### config.mk
export PLATFORM = sky130hd
export DESIGN_NAME = if_fetch
export DESIGN_NICKNAME = d
export VERILOG_FILES = /design/src/rtl/if_fetch.sv
export SDC_FILE = /design/constraint.sdc
export NUM_CORES = 1
export LEC_CHECK = 0
export BUFFER_PORTS_ARGS = -buffer_cell sky130_fd_sc_hd__buf_2
export CORE_MARGIN = 2
export CORE_UTILIZATION = 50
export DETAILED_ROUTE_END_ITERATION = 6
export GPL_TIMING_DRIVEN = 0
export PLACE_DENSITY_LB_ADDON = 0.12
export SYNTH_ARGS = -nofsm -noshare
export SYNTH_HDL_FRONTEND = slang
export SYNTH_SLANG_ARGS = --single-unit
### constraint.sdc
create_clock -name cpu_clk -period 6.5 [get_ports cpu_clk]
set_input_delay 0.325 -clock cpu_clk [delete_from_list [all_inputs] [get_ports cpu_clk]]
set_output_delay 0.325 -clock cpu_clk [all_outputs]
set_load 0.1 [all_outputs]
### src/rtl/if_fetch.sv
// Instruction fetch: PC, 2-entry in-order buffer, redirect flush of in-flight reads.
// Latency: grant -> inst_valid in 2 cycles min. Backpressure: id_ready low holds the head,
// and requests stop once buffered + outstanding reaches 2. Option: IF_JAL_PREDECODE_EN.
module if_fetch #(
  parameter logic [31:0] RESET_PC = 32'h0000_0000,
  parameter logic [31:0] NOP_INST = 32'h0000_0013
) (
  input  logic        cpu_clk,
  input  logic        cpu_rst,
  output logic        imem_req,
  output logic [31:0] imem_addr,
  input  logic        imem_gnt,
  input  logic        imem_rvalid,
  input  logic [31:0] imem_rdata,
  input  logic        redirect_valid,
  input  logic [31:0] redirect_pc,
  input  logic        id_ready,
  output logic [31:0] inst,
  output logic [31:0] inst_pc,
  output logic        inst_valid
);

  typedef enum logic [1:0] {BOOT = 2'd0, FETCH = 2'd1, FLUSH = 2'd2} state_t;

  state_t      state_q, state_d;
  logic [31:0] pc_q, pc_d;
  logic [1:0]  out_q, out_d;
  logic [1:0]  stale_q, stale_d;
  logic [1:0]  cnt_q;
  logic [31:0] hd_dat, hd_pc, tl_dat, tl_pc;

  logic        req_fire, pop, ext_redir, int_redir, redir;
  logic        rsp_fresh, rsp_stale;
  logic [31:0] redir_tgt, rsp_pc;

  assign req_fire  = imem_req & imem_gnt;
  assign pop       = inst_valid & id_ready;
  assign ext_redir = redirect_valid & (state_q != BOOT);

`ifdef IF_JAL_PREDECODE_EN
  logic        jal_pop;
  logic [31:0] jal_imm, jal_tgt;

  assign jal_pop   = pop & (hd_dat[6:0] == 7'b1101111);
  assign jal_imm   = {{11{hd_dat[31]}}, hd_dat[31], hd_dat[19:12], hd_dat[20], hd_dat[30:21], 1'b0};
  assign jal_tgt   = hd_pc + jal_imm;
  assign int_redir = jal_pop & (state_q == FETCH) & ~ext_redir;
  assign redir_tgt = ext_redir ? redirect_pc : jal_tgt;
`else
  assign int_redir = 1'b0;
  assign redir_tgt = redirect_pc;
`endif

  assign redir     = ext_redir | int_redir;
  // In FETCH nothing outstanding is stale, so all responses are fresh unless a redirect lands now.
  assign rsp_fresh = imem_rvalid & (state_q == FETCH) & ~redir;
  assign rsp_stale = imem_rvalid & (state_q == FLUSH);
  // Outstanding requests are sequential and in order, so the oldest one sits out_q words behind PC.
  assign rsp_pc    = pc_q - {28'd0, out_q, 2'b00};

  always_comb begin
    stale_d = stale_q;
    if ((state_q == FETCH) && redir) begin
      stale_d = out_q + {1'b0, req_fire} - {1'b0, imem_rvalid};
    end else if (state_q == FLUSH) begin
      stale_d = stale_q - {1'b0, rsp_stale};
    end
  end

  always_comb begin
    out_d = out_q + {1'b0, req_fire} - {1'b0, rsp_fresh};
    if (redir) begin
      out_d = 2'd0;
    end
  end

  always_comb begin
    pc_d = pc_q;
    if (redir) begin
      pc_d = redir_tgt & 32'hFFFF_FFFC;
    end else if (req_fire) begin
      pc_d = pc_q + 32'd4;
    end
  end

  // FSM: state register
  always_ff @(posedge cpu_clk or negedge cpu_rst) begin
    if (!cpu_rst) begin
      state_q <= BOOT;
    end else begin
      state_q <= state_d;
    end
  end

  // FSM: next state
  always_comb begin
    state_d = state_q;
    case (state_q)
      BOOT:    state_d = FETCH;
      FETCH:   if (redir && (stale_d != 2'd0)) state_d = FLUSH;
      FLUSH:   if (stale_d == 2'd0) state_d = FETCH;
      default: state_d = BOOT;
    endcase
  end

  // FSM: outputs
  always_comb begin
    imem_req = 1'b0;
    if ((state_q == FETCH) && (({1'b0, out_q} + {1'b0, cnt_q}) < 3'd2)) begin
      imem_req = 1'b1;
    end
  end

  assign imem_addr = pc_q;

  always_ff @(posedge cpu_clk or negedge cpu_rst) begin
    if (!cpu_rst) begin
      pc_q    <= RESET_PC;
      out_q   <= 2'd0;
      stale_q <= 2'd0;
    end else begin
      pc_q    <= pc_d;
      out_q   <= out_d;
      stale_q <= stale_d;
    end
  end

  // Head/tail buffer; a redirect drops both entries after any same-cycle pop.
  always_ff @(posedge cpu_clk or negedge cpu_rst) begin
    if (!cpu_rst) begin
      cnt_q  <= 2'd0;
      hd_dat <= 32'd0;
      hd_pc  <= 32'd0;
      tl_dat <= 32'd0;
      tl_pc  <= 32'd0;
    end else if (redir) begin
      cnt_q <= 2'd0;
    end else begin
      case ({pop, rsp_fresh})
        2'b11: begin
          if (cnt_q == 2'd2) begin
            hd_dat <= tl_dat;
            hd_pc  <= tl_pc;
            tl_dat <= imem_rdata;
            tl_pc  <= rsp_pc;
          end else begin
            hd_dat <= imem_rdata;
            hd_pc  <= rsp_pc;
          end
        end
        2'b10: begin
          hd_dat <= tl_dat;
          hd_pc  <= tl_pc;
          cnt_q  <= cnt_q - 2'd1;
        end
        2'b01: begin
          if (cnt_q == 2'd0) begin
            hd_dat <= imem_rdata;
            hd_pc  <= rsp_pc;
          end else begin
            tl_dat <= imem_rdata;
            tl_pc  <= rsp_pc;
          end
          cnt_q <= cnt_q + 2'd1;
        end
        default: ;
      endcase
    end
  end

  assign inst_valid = (cnt_q != 2'd0);
  assign inst       = inst_valid ? hd_dat : NOP_INST;
  assign inst_pc    = inst_valid ? hd_pc : 32'd0;

endmodule

==> flow_summary.yaml <==
outcome:
  outcome: "complete, no violations"
clock_network:
  cts_tree: "built"
  cts_sinks: 162
  clockRootBuffer: "clkbuf_16"
  ctsLongestPathBuffers: 2
  cts_max_level: 4
  cts_resized: 0
  clk_latency_ns: 0.43
  cts_buffers: 17
  clk_pin_slew_worst_paths_ns: 0.07
layout:
  final_common_cell: "nand2_1"
  syn_to_final_growth_pct: 18.50
  stdcell_count: 1458
  drive_gt1_frac: 0.2157
  insertedDiodeCount: 0
  final_cell_mix: "nand2_1, buf_2, dfrtp_1"
  nNetsFinal: 1293
setup_path:
  crit_fanout: 10
  crit_chain: "nor2_1 > clkinv_1 > nand2_1 > ha_1 > clkbuf_1 > a21oi_1 > o21ai_1 > clkbuf_1 > clkbuf_1 > o21ai_0"
  path_delay_family: "buffers and inverters"
  r2r_cells: 10
  crit_top_cell: "clkbuf_1"
  cp-start-kind: "register"
  cp-endpoint: "tl_pc[3]$_DFFE_PN0P_"
  slowest_delay_ns: 0.58
  crit_required_ns: 6.78
  crit_slowest_cell: "clkbuf_1"
  crit_type: "register to register"
  end_kind: "register"
  worstSetupPathDepth: 10
  r2r-start: "cnt_q[1]$_DFFE_PN0P_"
  worstPathArrival_ns: 4.09
  reg2reg_slack_ns: 2.69
  path_buf_inv: 4
  regToRegEndpoint: "tl_pc[3]$_DFFE_PN0P_"
  critical_path.startpoint: "cnt_q[1]$_DFFE_PN0P_"
timing:
  tightest_slew_ns: 0.7615
  max_slew_margin: 0.4923
  tns_ns: 0
  drv_slew: 0
  rsz0062_at_grt: "no"
  period_minus_slack_ns: 3.813
  fmax_ghz: 0.2622
  skew_ns: 0.006146
  hold_violations: 0
  period_share: 0.5867
  setup_viol_count_final: 0
route:
  vias_per_cell: 5.708
  wire_per_inst_um: 17.61
  ant_nets: 0
  drtIter0Drc: 468
  totalWireLength_um: 25670
  drtPass1Iterations: 5
  vias: 8322
  drc: 0
global_route:
  grt_pass1_vias: 7958
  grtUsageTotal: 0.2631
  grt_max_degree: 108
  grt_overflow_total: 0
  antenna_found_initial: 0
  grt_pass1_wl_um: 41540
hold_path:
  hp-class: "input port to register"
  worstHoldStart: "redirect_pc[5]"
place:
  place_inst: 1425
  gp_congestion: 0.8877
  hpwl_um: 18550
  io_buffers: 161
die:
  die_height_um: 141.2
  rows: 50
  core_area_sq_um: 18580
  die_w_um: 141.2
  start_util: 0.5066
  io_pins: 168
  die_area_sq_um: 19940
yosys:
  synth_warnings: 0
  synth.distinct_cells: 66
  synth_area_sq_um: 9413
  synthArstFlopShare: 1.000
  synth_seq_cells: 162
  ys_seq_area_frac: 0.4307
  synth_cells: 1026
  syn_avg_cell_area_sq_um: 9.174
  synth_enable_flop_cells: 0
  ys.flop_type: "dfrtp_1"
job:
  maxCapViolCount: 0
==> how the worst min path moves through the flow <==
stage | to | slack (ns) | cells after the start
after floorplan | cnt_q[0]$_DFFE_PN0P_ | 0.03 | 0
after global placement | hd_dat[26]$_DFFE_PN0P_ | 0.45 | 1
after detailed placement | hd_dat[18]$_DFFE_PN0P_ | 0.28 | 1
after CTS | imem_addr[21]$_DFFE_PN0P_ | 0.09 | 3
after global routing | imem_addr[25]$_DFFE_PN0P_ | 0.1 | 3
final | imem_addr[5]$_DFFE_PN0P_ | 0.1 | 3
==> Yosys cell counts (3+ instances only) <==
cell        n  share of area
a211oi_1    7         0.0056
a21o_1     39          0.031
a21oi_1    28          0.015
a221oi_1   40          0.037
a311oi_1   35          0.033
a31oi_1     3         0.0020
and2_1     64          0.043
and3_1     11         0.0073
buf_1       3         0.0012
buf_2       4         0.0021
buf_4       4         0.0032
clkbuf_1   81          0.032
dfrtp_1   162           0.43
ha_1       10          0.013
inv_1      12         0.0048
mux2_1      4         0.0048
mux2_2     43          0.051
mux2i_1     3         0.0032
nand2_1   167          0.067
nand2b_1    6         0.0040
nand3_1    13         0.0069
nand4_1    13         0.0086
nor2_1     50          0.020
nor2b_1     3         0.0020
nor3_1     17         0.0090
nor4_1      4         0.0027
o211ai_1    4         0.0032
o21a_1      4         0.0032
o21ai_0    66          0.035
o21ai_1    15         0.0080
or2_2       5         0.0033
or3_1       3         0.0020
xnor2_1    28          0.026
xor2_1     33          0.031
==> state kept, by name, summed over array words and instances (netlist names) <==
signal / flops
hd_dat: 32
tl_dat: 32
hd_pc: 30
imem_addr: 30
tl_pc: 30
cnt_q: 2
out_q: 2
stale_q: 2
state_q: 2
==> layer usage <==
layer | global-route usage | routed length, um | up-vias
met5 | 0 | 0 | -
met4 | 0.08895 | 606 | 0
met3 | 0.04518 | 1673 | 40
met2 | 0.4228 | 11860 | 299
met1 | 0.3626 | 11530 | 3973
li1 | - | - | 4010
==> logic make-up (layout without fill, tap and decap cells) <==
kind of cell,count (synthesis),count (layout),synth area share
DFF,162,162,0.4307
AOI/OAI and AO/OA,257,257,0.1873
adders and majority gates,12,12,0.01755
and+or+nand+nor,376,376,0.2002
muxes,50,50,0.05942
buffers and inverters,106,301,0.04519
other,1,4,0.0003984
xor gates and xnor gates,62,62,0.05929
==> stage by stage <==
stage                     hold WS [ns]  utilization  setup WS [ns]  area [sq um]
after detailed placement        0.2775       0.5684          2.739         10560
after floorplan                0.02941            -          1.643          9424
final                          0.09844       0.6003          2.687         11150
after CTS                      0.08779       0.6003          2.695         11150
after global placement          0.4509       0.5663          2.493         10520
after global routing           0.09808       0.6003          2.361         11150
==> worst min-delay path, cell delays in order <==
cell     delay (ns)
buf_2          0.08
nand2_1        0.03
o21ai_0        0.05
==> what timing repair did <==
item | 4_1_cts | 5_1_grt
setup buffers | 0 | 0
hold buffers | 1 | 0
endpoints found under the hold margin | 55 | 0
==> layout make-up <==
class / instances / area [sq um]
repair buffers: 163 / 853.3
well taps: 234 / 292.8
fillers: 1669 / 7426
inverters: 13 / 48.80
multi-input cells: 761 / 4945
clock buffers: 22 / 484.2
plain buffers: 93 / 376.6
clock inverters: 10 / 100.1
flip-flops and latches: 162 / 4054
Power is left out: the tool's default activity adds up to more than one toggle a clock period on the data nets, which glitch-free logic cannot reach.
